==> src/rtl/systolic_controller.sv <==
// Sequencer for the buffered systolic array: loads operand rows, steps, drains and streams results.
// Optional performance counters are built when SYSTOLIC_CTRL_PERF_EN is defined.
module systolic_controller #(
  parameter int DATA_WIDTH     = 8,
  parameter int MATRIX_SIZE    = 8,
  parameter int ADDR_WIDTH     = $clog2(MATRIX_SIZE),
  parameter int ACC_WIDTH      = 32,
  parameter int ACC_ADDR_WIDTH = $clog2(MATRIX_SIZE*MATRIX_SIZE),
  parameter int BEAT_WIDTH     = 16
) (
  input  logic                      clk,
  input  logic                      rst,
  input  logic                      start,
  input  logic [BEAT_WIDTH-1:0]     num_beats,
  output logic                      busy,
  output logic                      done,
  input  logic                      in_valid,
  output logic                      in_ready,
  input  logic [DATA_WIDTH-1:0]     in_top,
  input  logic [DATA_WIDTH-1:0]     in_left,
  output logic                      acc_rst,
  output logic                      acc_en,
  output logic                      shift_en,
  output logic [ACC_ADDR_WIDTH-1:0] addr_acc,
  input  logic [ACC_WIDTH-1:0]      acc_in,
  output logic                      buffer_rst_top,
  output logic                      buffer_rst_left,
  output logic                      load_en_top,
  output logic                      load_en_left,
  output logic                      swap_buffers_top,
  output logic                      swap_buffers_left,
  output logic [ADDR_WIDTH-1:0]     addr_top,
  output logic [ADDR_WIDTH-1:0]     addr_left,
  output logic [DATA_WIDTH-1:0]     data_in_top,
  output logic [DATA_WIDTH-1:0]     data_in_left,
  output logic                      out_valid,
  input  logic                      out_ready,
  output logic [ACC_WIDTH-1:0]      out_data,
  output logic [ACC_ADDR_WIDTH-1:0] out_index
`ifdef SYSTOLIC_CTRL_PERF_EN
  ,
  output logic [31:0]               perf_cycles,
  output logic [31:0]               perf_stall
`endif
);

  localparam int DRAIN_W = $clog2(2*MATRIX_SIZE);
  localparam logic [DRAIN_W-1:0]        DRAIN_LAST = DRAIN_W'(2*MATRIX_SIZE-3);
  localparam logic [ADDR_WIDTH-1:0]     ELEM_LAST  = ADDR_WIDTH'(MATRIX_SIZE-1);
  localparam logic [ACC_ADDR_WIDTH-1:0] RD_LAST    = ACC_ADDR_WIDTH'(MATRIX_SIZE*MATRIX_SIZE-1);

  typedef enum logic [3:0] {
    S_IDLE, S_CLEAR, S_LOAD, S_SWAP, S_STEP,
    S_FLUSH1, S_FLUSH2, S_DRAIN, S_READ, S_DONE
  } state_t;

  state_t                    state_q, state_d;
  logic [BEAT_WIDTH-1:0]     num_beats_q, num_beats_d;
  logic [BEAT_WIDTH-1:0]     beat_cnt_q, beat_cnt_d, beat_nxt;
  logic [ADDR_WIDTH-1:0]     elem_cnt_q, elem_cnt_d;
  logic [DRAIN_W-1:0]        drain_cnt_q, drain_cnt_d;
  logic [ACC_ADDR_WIDTH-1:0] rd_cnt_q, rd_cnt_d;
  logic                      busy_q, busy_d;
  logic                      done_q, done_d;
  logic                      in_ready_q, in_ready_d;
  logic                      out_valid_q, out_valid_d;
  logic                      acc_rst_q, acc_rst_d;
  logic                      buf_rst_q, buf_rst_d;
  logic                      swap_q, swap_d;
  logic                      step_q, step_d;
  logic                      load_en_q, load_en_d;
  logic [ADDR_WIDTH-1:0]     wr_addr_q, wr_addr_d;
  logic [DATA_WIDTH-1:0]     wr_top_q, wr_top_d;
  logic [DATA_WIDTH-1:0]     wr_left_q, wr_left_d;
  logic                      hs_in, hs_out;

  always_comb begin
    state_d     = state_q;
    num_beats_d = num_beats_q;
    beat_cnt_d  = beat_cnt_q;
    elem_cnt_d  = elem_cnt_q;
    drain_cnt_d = drain_cnt_q;
    rd_cnt_d    = rd_cnt_q;
    hs_in       = in_ready_q & in_valid;
    hs_out      = out_valid_q & out_ready;
    beat_nxt    = beat_cnt_q + BEAT_WIDTH'(1);

    case (state_q)
      S_IDLE: begin
        if (start) begin
          num_beats_d = num_beats;
          state_d     = (num_beats == '0) ? S_DONE : S_CLEAR;
        end
      end
      S_CLEAR: begin
        beat_cnt_d = '0;
        elem_cnt_d = '0;
        state_d    = S_LOAD;
      end
      S_LOAD: begin
        if (hs_in) begin
          if (elem_cnt_q == ELEM_LAST) begin
            elem_cnt_d = '0;
            state_d    = S_SWAP;
          end else begin
            elem_cnt_d = elem_cnt_q + ADDR_WIDTH'(1);
          end
        end
      end
      S_SWAP: state_d = S_STEP;
      S_STEP: begin
        beat_cnt_d = beat_nxt;
        state_d    = (beat_nxt < num_beats_q) ? S_LOAD : S_FLUSH1;
      end
      S_FLUSH1: state_d = S_FLUSH2;
      S_FLUSH2: begin
        drain_cnt_d = '0;
        state_d     = S_DRAIN;
      end
      S_DRAIN: begin
        if (drain_cnt_q == DRAIN_LAST) begin
          drain_cnt_d = '0;
          state_d     = S_READ;
        end else begin
          drain_cnt_d = drain_cnt_q + DRAIN_W'(1);
        end
      end
      S_READ: begin
        if (hs_out) begin
          if (rd_cnt_q == RD_LAST) begin
            rd_cnt_d = '0;
            state_d  = S_DONE;
          end else begin
            rd_cnt_d = rd_cnt_q + ACC_ADDR_WIDTH'(1);
          end
        end
      end
      S_DONE:  state_d = S_IDLE;
      default: state_d = S_IDLE;
    endcase

    // The last operand write lands in the SWAP cycle, so the swap and step strobes
    // trail their states by one cycle to keep writes, swaps and shifts ordered.
    busy_d      = (state_d != S_IDLE);
    done_d      = (state_d == S_DONE);
    in_ready_d  = (state_d == S_LOAD);
    out_valid_d = (state_d == S_READ);
    acc_rst_d   = (state_d == S_CLEAR);
    buf_rst_d   = (state_d == S_CLEAR) || (state_d == S_FLUSH1);
    swap_d      = (state_q == S_SWAP)  || (state_d == S_FLUSH2);
    step_d      = (state_q == S_STEP)  || (state_d == S_DRAIN);
    load_en_d   = hs_in;
    wr_addr_d   = hs_in ? elem_cnt_q : '0;
    wr_top_d    = hs_in ? in_top     : '0;
    wr_left_d   = hs_in ? in_left    : '0;
  end

  always_ff @(posedge clk or negedge rst) begin
    if (!rst) begin
      state_q     <= S_IDLE;
      num_beats_q <= '0;
      beat_cnt_q  <= '0;
      elem_cnt_q  <= '0;
      drain_cnt_q <= '0;
      rd_cnt_q    <= '0;
      busy_q      <= 1'b0;
      done_q      <= 1'b0;
      in_ready_q  <= 1'b0;
      out_valid_q <= 1'b0;
      acc_rst_q   <= 1'b0;
      buf_rst_q   <= 1'b0;
      swap_q      <= 1'b0;
      step_q      <= 1'b0;
      load_en_q   <= 1'b0;
      wr_addr_q   <= '0;
      wr_top_q    <= '0;
      wr_left_q   <= '0;
    end else begin
      state_q     <= state_d;
      num_beats_q <= num_beats_d;
      beat_cnt_q  <= beat_cnt_d;
      elem_cnt_q  <= elem_cnt_d;
      drain_cnt_q <= drain_cnt_d;
      rd_cnt_q    <= rd_cnt_d;
      busy_q      <= busy_d;
      done_q      <= done_d;
      in_ready_q  <= in_ready_d;
      out_valid_q <= out_valid_d;
      acc_rst_q   <= acc_rst_d;
      buf_rst_q   <= buf_rst_d;
      swap_q      <= swap_d;
      step_q      <= step_d;
      load_en_q   <= load_en_d;
      wr_addr_q   <= wr_addr_d;
      wr_top_q    <= wr_top_d;
      wr_left_q   <= wr_left_d;
    end
  end

  assign busy              = busy_q;
  assign done              = done_q;
  assign in_ready          = in_ready_q;
  assign acc_rst           = acc_rst_q;
  assign acc_en            = step_q;
  assign shift_en          = step_q;
  assign buffer_rst_top    = buf_rst_q;
  assign buffer_rst_left   = buf_rst_q;
  assign load_en_top       = load_en_q;
  assign load_en_left      = load_en_q;
  assign swap_buffers_top  = swap_q;
  assign swap_buffers_left = swap_q;
  assign addr_top          = wr_addr_q;
  assign addr_left         = wr_addr_q;
  assign data_in_top       = wr_top_q;
  assign data_in_left      = wr_left_q;
  assign out_valid         = out_valid_q;
  assign addr_acc          = rd_cnt_q;
  assign out_index         = rd_cnt_q;
  // Gated so the result port reads zero outside READ, including under reset.
  assign out_data          = out_valid_q ? acc_in : '0;

`ifdef SYSTOLIC_CTRL_PERF_EN
  logic [31:0] perf_cycles_q, perf_cycles_d;
  logic [31:0] perf_stall_q, perf_stall_d;

  always_comb begin
    perf_cycles_d = perf_cycles_q;
    perf_stall_d  = perf_stall_q;
    if (state_q == S_IDLE && start) begin
      perf_cycles_d = '0;
      perf_stall_d  = '0;
    end else begin
      if (state_q != S_IDLE && perf_cycles_q != '1)
        perf_cycles_d = perf_cycles_q + 32'd1;
      if (((state_q == S_LOAD && !in_valid) || (state_q == S_READ && !out_ready)) &&
          perf_stall_q != '1)
        perf_stall_d = perf_stall_q + 32'd1;
    end
  end

  always_ff @(posedge clk or negedge rst) begin
    if (!rst) begin
      perf_cycles_q <= '0;
      perf_stall_q  <= '0;
    end else begin
      perf_cycles_q <= perf_cycles_d;
      perf_stall_q  <= perf_stall_d;
    end
  end

  assign perf_cycles = perf_cycles_q;
  assign perf_stall  = perf_stall_q;
`endif

endmodule
==> config.mk <==
export PLATFORM = sky130hd
export DESIGN_NAME = systolic_controller
export DESIGN_NICKNAME = d
export VERILOG_FILES = /design/src/rtl/systolic_controller.sv
export SDC_FILE = /design/constraint.sdc
export NUM_CORES = 1
export LEC_CHECK = 0
export BUFFER_PORTS_ARGS = -buffer_cell sky130_fd_sc_hd__clkbuf_2
export CORE_ASPECT_RATIO = 1.5
export CORE_MARGIN = 10
export CORE_UTILIZATION = 49
export CTS_BUF_LIST = sky130_fd_sc_hd__clkbuf_8
export CTS_CLUSTER_DIAMETER = 30
export CTS_CLUSTER_SIZE = 8
export DETAILED_ROUTE_END_ITERATION = 7
export GPL_ROUTABILITY_DRIVEN = 1
export PLACE_DENSITY = 0.83
export SLEW_MARGIN = 20
export SYNTH_ARGS = -nofsm -noshare
export SYNTH_HDL_FRONTEND = slang
export SYNTH_SLANG_ARGS = --single-unit
==> constraint.sdc <==
create_clock -name clk -period 3.2 [get_ports clk]
set_input_delay 0.32 -clock clk [delete_from_list [all_inputs] [get_ports clk]]
set_output_delay 0.32 -clock clk [all_outputs]
set_load 0.05 [all_outputs]
; ---- After elaboration in Yosys (flattened, before gate mapping)
; Index checks and enable logic that the tools add are counted.
[classes]
n_addsub = 4
magnitude_cmp = 1
eq_ne = 19
mux = 20
bitwise = 2
n_reduce_logical = 12
[op_table]
columns = operator, n
row1 = 4-bit one-hot mux with 9 select lines, 1
row2 = 32-bit two-way mux, 1
row3 = 4-bit two-way mux, 8
row4 = 16-bit one-hot mux with 2 select lines, 1
row5 = 4-bit by 3-bit == test with 1-bit output (second input constant), 7
row6 = 16-bit by 1-bit adder with 16-bit output (second input constant), 1
row7 = 4-bit == test (second input constant), 4
row8 = 16-bit zero test, 1
row9 = 16-bit < comparator, 1
row10 = 8-bit two-way mux, 2
row11 = 4-bit by 2-bit == test with 1-bit output (second input constant), 3
row12 = 3-bit two-way mux, 4
row13 = 4-bit by 1-bit == test with 1-bit output (second input constant), 2
row14 = 4-bit one-hot mux with 2 select lines, 1
row15 = 6-bit by 1-bit adder with 6-bit output (second input constant), 1
row16 = 6-bit == test (second input constant), 1
row17 = 6-bit two-way mux, 1
row18 = 3-bit one-hot mux with 2 select lines, 1
row19 = 2-bit AND reduction, 3
row20 = 2-bit nonzero test, 3
row21 = 4-bit by 1-bit adder with 4-bit output (second input constant), 1
row22 = 4-bit zero test, 1
row23 = 4-bit nonzero test, 1
row24 = 3-bit by 1-bit adder with 3-bit output (second input constant), 1
row25 = other kinds (4), 7
[totals]
register_bits = 77
inputBits = 69
output_inout_bits = 79
wordCells = 76

; ---- Logic depth before layout (Yosys ltp)
[depth]
depth_word = 6
mapped_depth = 11
ltp_nobuf = 11

; ---- Worst setup path before layout
; OpenSTA, ideal clock, no wires.
[synth_timing]
path_kind = register to register
from = register beat_cnt_q[2]
to = register done_q, in the netlist done
setup_time_ns = 0.134
arrival_ns = 2.510
required_ns = 3.066
setup_slack_ns = 0.556
stages_incl_launch_ff = 11
n_path_buf = 0
synth_period_minus_slack_ns = 2.644
cell_sequence = dfrtp_1 -> nand3_1 -> nor3_1 -> nand3_1 -> xnor2_1 -> ha_1 -> a21oi_1 -> o21ai_0 -> a21o_1 -> o31ai_1 -> a21oi_1
[synth_between]
elab_chain_cells = 5
[synth_rtl]
columns = element, line
row1 = from (decl), 59  ; logic [BEAT_WIDTH-1:0] beat_cnt_q, beat_cnt_d, beat_nxt;
row2 = from (signal assigned), 181  ; beat_cnt_q <= beat_cnt_d;
row3 = 16-bit by 1-bit adder with 16-bit output, 86  ; beat_nxt = beat_cnt_q + BEAT_WIDTH'(1);
row4 = 16-bit < comparator, 113  ; state_d = (beat_nxt < num_beats_q) ? S_LOAD : S_FLUSH1;
row5 = 3-bit two-way mux, 113
row6 = 4-bit one-hot mux with 9 select lines, 88  ; case (state_q)
row7 = 4-bit == test, 145  ; done_d = (state_d == S_DONE);
row8 = net done_d, 64  ; logic done_q, done_d;
row9 = to (signal assigned), 186  ; done_q <= done_d;
row10 = to (decl), 64
; The timed path passes the listed nets, and every way through them passes these cells.
; A chain may end at the register's enable or synchronous reset.

; ---- Worst setup path in the final report
; Ends and elaborated chain as after synthesis.

==> impl_metrics.ini <==
[floorplanning]
dieArea_mm2 = 0.0127
num_rows = 41
die_x_um = 95.4
die_height_um = 133
start_util_pct = 49.9
core_area_mm2 = 0.00836
io_pins = 148

[critical_path]
rr_endpoint = done
required_ns = 3.43
critPathMaxStageDelay_ns = 0.53
reg2reg_depth = 10
crit_path_end_kind = flop
critical-path-slowest-cell = nor4_4
arrival_ns = 3.20
crit_type = flop to flop
r2r_start = beat_cnt_q[2]
cp_num_buf_inv = 0
path_max_fanout = 6
critPathLaunchType = flop
cp_top_family = simple AND/OR/NAND/NOR gates
rrSetupSlack_ns = 0.23
path_common_cell = nand3_1
cp_cell_sequence = nand3_1 -> nor4_4 -> nand3_1 -> xnor2_1 -> ha_1 -> and4_1 -> nand2_1 -> and3b_1 -> o31ai_1 -> a21oi_1

[timing]
finalMaxSlewViolations = 0
fin_tns_setup_ns = 0
hold_viol = 0
timing.fmax_ghz = 0.337
slew_headroom_pct = 37.0
worst_pin_slew_ns = 0.945
worst_slack_ns = 0.234
final.period_utilization_pct = 92.7
final-setup-viol-count = 0
rsz0062_at_grt = false
worst_hold_slack_ns = 0.114
period_needed_ns = 2.97
fin_skew_ns = 0.00926

[clock_network]
clk_pin_slew_worst_paths_ns = 0.08
ctsHoldBuffers = 0
post_cts_buffers = 0
cts-resized-gates = 0
cts_tree = built
clock_path_buffers = 2
numCtsBuffers = 9
clock-sinks = 77
clock_latency_ns = 0.36
htreeDepth = 3
cts-root-buf = clkbuf_8

[pwr]
p_comb_share_pct = 37.5
p_total_mw = 3.30
seqPwrFrac_pct = 42.3
swShare_pct = 41.2
p_leak_nw = 2.85
p_sw_mw = 1.36
p_per_area_mw_per_mm2 = 647
peakVddDrop_uv = 427
clock_power_share_pct = 20.3
p_int_mw = 1.94

[yosys]
syn-num-nets = 505
synthTopCellsByArea = dfrtp_1, ha_1, and2_1, mux2_2, and3_1
yosys_warnings = 0
yosysSeqAreaShare_pct = 46.1
ys_types = 43
synth_area_leader_cell = dfrtp_1
syn-instance-count = 415
yosysTopAreaCellShare_pct = 46.1
syn_area_per_cell_um2 = 10.1
synth_edf_count = 0
async_reset_ff_share_pct = 100
mappedNetlistArea_mm2 = 0.00418
ys_ff_latch = 77
synth-main-ff-cell = dfrtp_1

[grt]
grt_overflow = 0
grt_pass1_vias = 3695
grt_pass1_wl_um = 17400
grt_usage_pct = 17.2
grt_antenna_before_repair = 0
grt_max_degree = 78

[placed_design]
dp_slack_ns = 0.274
place.gp.congestion = 0.901
dp_hpwl_um = 8970
place_inst = 642
placed_cell_area_mm2 = 0.00491
io_buffers = 147

[finish]
layout_common_cells = clkbuf_2, dfrtp_1, and2_1
nets = 636
fin_util_pct = 60.9
final_common_cell = clkbuf_2
fin_area_mm2 = 0.00509
area_growth_pct = 22.0
final_cells = 658
diodes = 0
drive_gt1_share_pct = 34.3

[route]
vias = 3571
routedWlPerCell_um = 16.9
ant_nets = 0
drt_pre_antenna_iters = 4
via_per_inst = 5.43
wirelength_um = 11200
drtIter0Drc = 107
drc = 0

[outcome]
status = finished clean

[min_path]
min_path_type = input pin to async pin

[flow_run]
drv_cap = 0
area by class of cell:
cell class                 count  area (um^2)
clock buffer                   9          124
clock inverter                 7         58.8
fill                         690         3270
inverter                      22         82.6
multi-input combinational    285         2000
sequential                    77         1930
tap                          107          134
timing repair buffer         151          768
cell families after synthesis:
| group | share of synthesized area (%) |
|---|---|
| xor gates and xnor gates | 4.19 |
| and+or+nand+nor | 21.1 |
| buffers and inverters | 5.99 |
| adders and majority gates | 6.29 |
| muxes | 4.58 |
| AOI/OAI and AO/OA | 11.7 |
| DFF | 46.1 |
flip-flops by register name, indices dropped and copies added, names as in the netlist:
register,flops
beat_cnt_q,16
num_beats_q,16
data_in_left,8
data_in_top,8
addr_acc,6
drain_cnt_q,4
state_q,4
addr_left,3
elem_cnt_q,3
acc_en,1
acc_rst,1
buffer_rst_left,1
busy,1
done,1
in_ready,1
load_en_left,1
out_valid,1
swap_buffers_left,1
power by group through the flow:
stage          Clock, mW  Combinational, mW  Sequential (mW)
2_1_floorplan          0              0.832             1.49
3_3_place_gp           0               1.20             1.40
3_5_place_dp           0               1.23             1.41
4_1_cts            0.691               1.24             1.39
5_1_grt            0.729               1.36             1.43
6_report           0.668               1.24             1.39
per-layer routing:
layer  share of wire, %  global-route usage (%)  vias to the layer above
met5                  0                       0                        -
met4                3.5                    8.72                        0
met3                9.9                    5.78                       26
met2                 52                    32.0                      150
met1                 34                    15.6                     1686
li1                   -                       -                     1709
worst max path at each step:
stage             startpoint  endpoint  slack (ns)  depth (start not counted)
6_report       beat_cnt_q[2]      done        0.23                         10
5_1_grt        beat_cnt_q[2]  in_ready        0.02                         10
4_1_cts        beat_cnt_q[2]      done        0.26                         10
3_5_place_dp   beat_cnt_q[2]      done        0.27                         10
3_3_place_gp   beat_cnt_q[2]      done        0.39                         10
2_1_floorplan  beat_cnt_q[2]      done        0.56                         10
synthesized netlist by cell type, drive strengths merged (2+ instances only):
master,number
ha,21
and3,26
nand3,17
o31ai,5
nor3,6
a211oi,3
a22o,12
and2,33
clkbuf,15
nor4,5
xor2,6
nor2,15
a31oi,5
or3,6
a21oi,14
xnor2,14
buf,16
nand2b,2
nand4,6
a21o,3
and4,3
dfrtp,77
o21ai,28
inv,22
nand2,25
mux2,17
worst reg2reg max path, delay by kind of cell (launching register included):
kind / cells / cell delay (ns)
adders and majority gates: 1 / 0.30
and+or+nand+nor: 6 / 1.52
DFF: 1 / 0.42
xor gates and xnor gates: 1 / 0.17
AOI/OAI and AO/OA: 2 / 0.43
Note: power is estimated with default switching activity, not from simulation.
